`config.mk`:
```
export PLATFORM = sky130hd
export DESIGN_NAME = divu_seq
export DESIGN_NICKNAME = d
export VERILOG_FILES = /design/src/rtl/divu_seq.sv
export SDC_FILE = /design/constraint.sdc
export NUM_CORES = 1
export LEC_CHECK = 0
export CORE_MARGIN = 1
export CORE_UTILIZATION = 45
export CTS_CLUSTER_DIAMETER = 80
export DETAILED_ROUTE_END_ITERATION = 16
export PLACE_DENSITY = 0.65
export RECOVER_POWER = 50
export SYNTH_ARGS = -nofsm -noshare
export SYNTH_HDL_FRONTEND = slang
export SYNTH_SLANG_ARGS = --single-unit
```
`constraint.sdc`:
```
create_clock -name clock -period 7.1 [get_ports clock]
set_input_delay 1.065 -clock clock [delete_from_list [all_inputs] [get_ports clock]]
set_output_delay 1.065 -clock clock [all_outputs]
set_load 0.005 [all_outputs]
```
`src/rtl/divu_seq.sv`:
```
// Sequential unsigned divider: restoring shift-subtract, one quotient bit per clock.
// q/r hold the last completed result; busy covers exactly WIDTH cycles per operation.
module divu_seq #(
    parameter int WIDTH = 32
) (
    input  logic             clock,
    input  logic             reset,
    input  logic [WIDTH-1:0] dividend,
    input  logic [WIDTH-1:0] divisor,
    input  logic             start,
    output logic [WIDTH-1:0] q,
    output logic [WIDTH-1:0] r,
    output logic             busy
);

    // Handshake: start is a level request, accepted on a rising edge only while
    // busy=0; operands are sampled on that edge, and busy falls on the edge q/r update.
    localparam int CW = $clog2(WIDTH + 1);
    localparam logic [CW-1:0] LAST = CW'(WIDTH - 1);

    typedef enum logic {
        IDLE = 1'b0,
        RUN  = 1'b1
    } state_t;

    state_t           state;
    logic [WIDTH:0]   rem;
    logic [WIDTH-1:0] quo;
    logic [WIDTH-1:0] dvs;
    logic [CW-1:0]    cnt;

    logic [WIDTH:0]   shifted;
    logic [WIDTH:0]   trial;
    logic [WIDTH:0]   rem_next;
    logic [WIDTH-1:0] quo_next;

    // The shifted remainder is always below twice the divisor, so bit WIDTH of
    // the trial difference is a sufficient sign bit.
    always_comb begin
        shifted  = {rem[WIDTH-1:0], quo[WIDTH-1]};
        trial    = shifted - {1'b0, dvs};
        rem_next = shifted;
        quo_next = {quo[WIDTH-2:0], 1'b0};
        if (!trial[WIDTH]) begin
            rem_next    = trial;
            quo_next[0] = 1'b1;
        end
    end

    always_ff @(posedge clock or posedge reset) begin
        if (reset) begin
            state <= IDLE;
            rem   <= '0;
            quo   <= '0;
            dvs   <= '0;
            cnt   <= '0;
            q     <= '0;
            r     <= '0;
            busy  <= 1'b0;
        end else begin
            case (state)
                IDLE: begin
                    if (start) begin
                        quo   <= dividend;
                        dvs   <= divisor;
                        rem   <= '0;
                        cnt   <= '0;
                        busy  <= 1'b1;
                        state <= RUN;
                    end
                end
                RUN: begin
                    rem <= rem_next;
                    quo <= quo_next;
                    cnt <= cnt + 1'b1;
                    if (cnt == LAST) begin
                        q     <= quo_next;
                        r     <= rem_next[WIDTH-1:0];
                        busy  <= 1'b0;
                        state <= IDLE;
                    end
                end
                default: state <= IDLE;
            endcase
        end
    end

endmodule

```
### Word level (Yosys, flattened, before mapping)

Cells that the tools add are included.

* add/sub/neg operators: 2
* $mul: 0
* div/mod/pow operators: 0
* order comparisons: 0
* equality and inequality tests: 3
* shift-type cells: 0
* multiplexer cells: 14
* bitwise gates (word level): 1
* reductions and logical operators: 3

Operators with widths (count)
* $pmux W32 S2: 2
* $mux W32: 3
* $sub A33 B32 Y33: 1
* $pmux W6 S2: 1
* $add A6 B1 Y6 const B: 1
* $eq A6 B5 Y1 const B: 1
* $mux W6: 1
* $reduce_and A2 Y1: 3
* $mux W1: 5
* $pmux W1 S2: 2
* $ne A2 B1 Y1 const B: 1
* $ne A2 B2 Y1 const B: 1
* $not A1 Y1: 1

* bits in registers: 168
* latch bits: 0
* RAM bits: 0
* ROM bits: 0
* bits of input ports: 67
* logic and storage cells: 31
* memories: 0

### Logic depth before layout (Yosys ltp)

* word-level depth: 3
* gate-level depth with buffers: 15
* gate-level depth less buffers: 12

### Worst setup path before layout

Ideal clock, no wire load.

* kind: register to register
* from: register rem[11]
* to: register r[12]
* setup time: 125 ps
* arrival: 2987 ps
* slack: 3988 ps
* cell stages (with the launch flop): 12
* buffers on the path: 2
* period minus slack after synthesis: 3112 ps
* cells stage by stage: dfrtp_1 ha_1 clkbuf_1 nor3_1 or3_1 a211o_1 a2111oi_2 nor3_2 xnor2_2 buf_2 mux2_2 mux2_2

* cells in the longest elaborated chain, start to end: 2

Ends and longest elaborated chain
* from (decl): RTL line 27 `logic [WIDTH:0] rem;`
* from (signal assigned): RTL line 73 `rem <= rem_next;`
* $sub A33 B32 Y33: RTL line 41 `trial = shifted - {1'b0, dvs};`
* $mux W32 (*): RTL line 44 `if (!trial[WIDTH]) begin`
* to (signal assigned): RTL line 78 `r <= rem_next[WIDTH-1:0];`
* to (decl): RTL line 12 `output logic [WIDTH-1:0] r,`

Mark *: on every way between the ends. The rest lies on a longest branch, timed or not.
A chain may end at the register's enable or synchronous reset.

### Final worst setup path

* from: register rem[14]
* to: register r[29]

* cells in the longest elaborated chain, start to end: 2

Ends and longest elaborated chain (RTL line)
* $sub A33 B32 Y33: 41
* $mux W32: 44

Every way passes these cells.

==> impl_metrics.tcl <==
set metrics [dict create \
    run_status "completed" \
    synth_edf_count 0 \
    cts_num_sinks 168 \
    power_leakage_uw 0.00533 \
    drt_drc_violations_left 0 \
    timing_worst_slew_pin_value_ps 960 \
    final-max-slew-violation-count 0 \
    ys_top_cells_by_count "nand2_1, dfrtp_1, o21ai_0, inv_1, mux2i_1" \
    cts_hold_repair.buffers 0 \
    insertion_delay_ps 430 \
    post_cts.resized_instances 0 \
    min_period_over_period_pct 56.9 \
    clock_pin_slew_worst_setup_and_hold_paths_ps 70 \
    cts_setup_buffers 0 \
    drt_first_pass_iters 7 \
    routed_length_per_placed_instance_microns 15.8 \
    diodes 0 \
    setup_viol_count_final 0 \
    tns_ps 0 \
    power.density_mw_per_mm2 572 \
    boundaryPins 132 \
    cts_inserted_buffers 17 \
    synth_largest_area_cell "dfrtp_1" \
    crit_fanout 20 \
    synth_largest_type_area_fraction_pct 47.3 \
    max_cap_violations 0 \
    path_cells "ha_1, nand2_2, or3_1, a211o_1, a2111oi_2, nor3_2, xnor2_4, buf_4, mux2_2, mux2_2" \
    criticalPathCategory "flop to flop" \
    globalplace.congestion 0.872 \
    grt_pass1_vias 6771 \
    syn_area_sq_mm 0.00888 \
    post_synth_inst_count 945 \
    timing.final.hold_violations 0 \
    vdd_ir_drop_max_mv 0.247 \
    p_total_uw 6300 \
    grtUsageTotal_pct 21.8 \
    fin_ws_ps 3060 \
    rsz_0062_raised_after_global_routing "false" \
    r2r_slack_ps 3060 \
    worst_setup_path_end_kind "flop" \
    startpoint_type "flop" \
    drive_gt1_share_pct 8.84 \
    clock_skew_after_layout_ps 6.26 \
    ys_seq_area_share_pct 47.3 \
    avgViaCountPerCell 5.27 \
    combined_buffer_and_inverter_count_along_the_critical_path 1 \
    minimum_period_implied_by_the_final_worst_setup_slack_ps 4040 \
    drt_iter0_markers 377 \
    dp.cells 1296 \
    post-synth-top-count-cell "nand2_1" \
    layout.cell_area.non_filler_sq_mm 0.0110 \
    cts_root_buffer "clkbuf_16" \
    area_growth_syn_to_layout_pct 23.9 \
    initial_core_utilization_pct 45.8 \
    drtAntennaViolNets 0 \
    synthTopCellsByArea "dfrtp_1, nand2_1, o21ai_0, mux2_2, mux2i_1" \
    floorplan.core_area_sq_mm 0.0194 \
    worst_ep_required_time_ps 7410 \
    finalNetCount 1151 \
    cts_max_path_buffers 2 \
    cts_tree "built" \
    post_synth_arst_share_pct 100 \
    slew-limit-headroom_pct 36.0 \
    grt_ovf 0 \
    worstPathArrival_ps 4350 \
    grt_antenna_before_repair 0 \
    worst_path_most_repeated_cell "mux2_2" \
    total_number_of_yosys_warnings 0 \
    cp_slowest_cell "xnor2_4" \
    synthFlopType "dfrtp_1" \
    synth.net_count 1046 \
    die_height_microns 142 \
    netlist-cell-type-count 55 \
    detailroute.via_count 6997 \
    ys_ff_latch 168 \
    fin_cells 1328 \
    family_with_the_most_delay_on_the_worst_path "compound AO/OA/AOI/OAI gates" \
    hold_class "flop to flop" \
    row_count 51 \
    dp.final_hpwl_microns 14000 \
    dp_slack_ps 3050 \
    fmax_mhz 248 \
    wl_microns 21000 \
    design.die.area_sq_mm 0.0203 \
    mean_instance_size_in_the_synthesized_netlist_sq_um 9.40 \
    first_pass_grt_wire_length_microns 34600 \
    ctsHtreeMaxLevel 4 \
    fp.dieW_microns 142 \
    critPathMaxStageDelay_ps 630 \
    grt_max_degree 105 \
    portBuffers 131 \
    dpl_cell_area_sq_mm 0.0104 \
]
-- cell families (layout without fill, tap and decap cells) --
family,Yosys count,count (layout),synth area share [%]
muxes,83,83,9.92
and+or+nand+nor,307,307,14.9
xor gates and xnor gates,30,30,3.04
adders and majority gates,34,34,4.87
buffers and inverters,98,216,4.54
DFF,168,168,47.3
AOI/OAI and AO/OA,225,225,15.4
-- power breakdown --
part,internal (uW),total [uW],switching (uW)
registers,1430,1690,259
logic,1710,3630,1910
clock network,587,991,404
-- worst reg2reg max path, cell delays in order (launching register included) --
cell and delay, ps:
dfrtp_1 400, ha_1 480, nand2_2 130, or3_1 380
a211o_1 330, a2111oi_2 380, nor3_2 130, xnor2_4 640
buf_4 410, mux2_2 390, mux2_2 260
-- metrics by stage --
step | hold WS, ps | util (%)
3_3_place_gp | 457 | 53.5
4_1_cts | 478 | 56.8
3_5_place_dp | 461 | 53.5
2_1_floorplan | 450 | -
5_1_grt | 485 | 56.8
6_report | 466 | 56.8
-- layout make-up --
cell class | instances | area (sq um)
Clock inverter | 12 | 165
Sequential cell | 168 | 4210
Fill cell | 1772 | 8390
Tap cell | 265 | 332
Timing Repair Buffer | 139 | 1370
Inverter | 45 | 174
Multi-Input combinational cell | 679 | 4300
Clock buffer | 20 | 467
-- layout by cell type, fill, tap and decap left out, types with 23 or more instances in the layout --
| cell type | count |
|---|---|
| and3_1 | 23 |
| a21oi_1 | 36 |
| inv_1 | 44 |
| o21ai_0 | 97 |
| dfrtp_1 | 167 |
| dlygate4sd3_1 | 66 |
| mux2i_1 | 43 |
| clkdlybuf4s50_1 | 64 |
| nand2_1 | 217 |
| ha_1 | 33 |
| mux2_2 | 40 |
| a21o_1 | 32 |
-- path summary, 6_finish.rpt --
path                       depth (start not counted)                start            endpoint
max                                               10  rem[14]$_DFFE_PP0P_   r[29]$_DFFE_PP0P_
min                                                2    q[31]$_DFFE_PP0P_   q[31]$_DFFE_PP0P_
max reg2reg                                       10  rem[14]$_DFFE_PP0P_   r[29]$_DFFE_PP0P_
min reg2reg                                        2    q[31]$_DFFE_PP0P_   q[31]$_DFFE_PP0P_
max in group asynchronous                          3                reset  cnt[3]$_DFFE_PP0P_
min in group asynchronous                          2                reset    q[3]$_DFFE_PP0P_
-- metal layers --
metal	global-route usage, %	vias to the layer above	routed length, microns
li1	-	3478	-
met1	30.0	3333	10300
met2	35.4	167	9740
met3	3.53	19	821
met4	6.06	0	212
met5	0	-	0
-- registers in the layout (all words and copies together) (netlist names) --
register  flops
quo          32
state         1
rem          32
cnt           6
dvs          32
busy          1
q            32
r            32
Note: power is estimated with default switching activity, not from simulation.
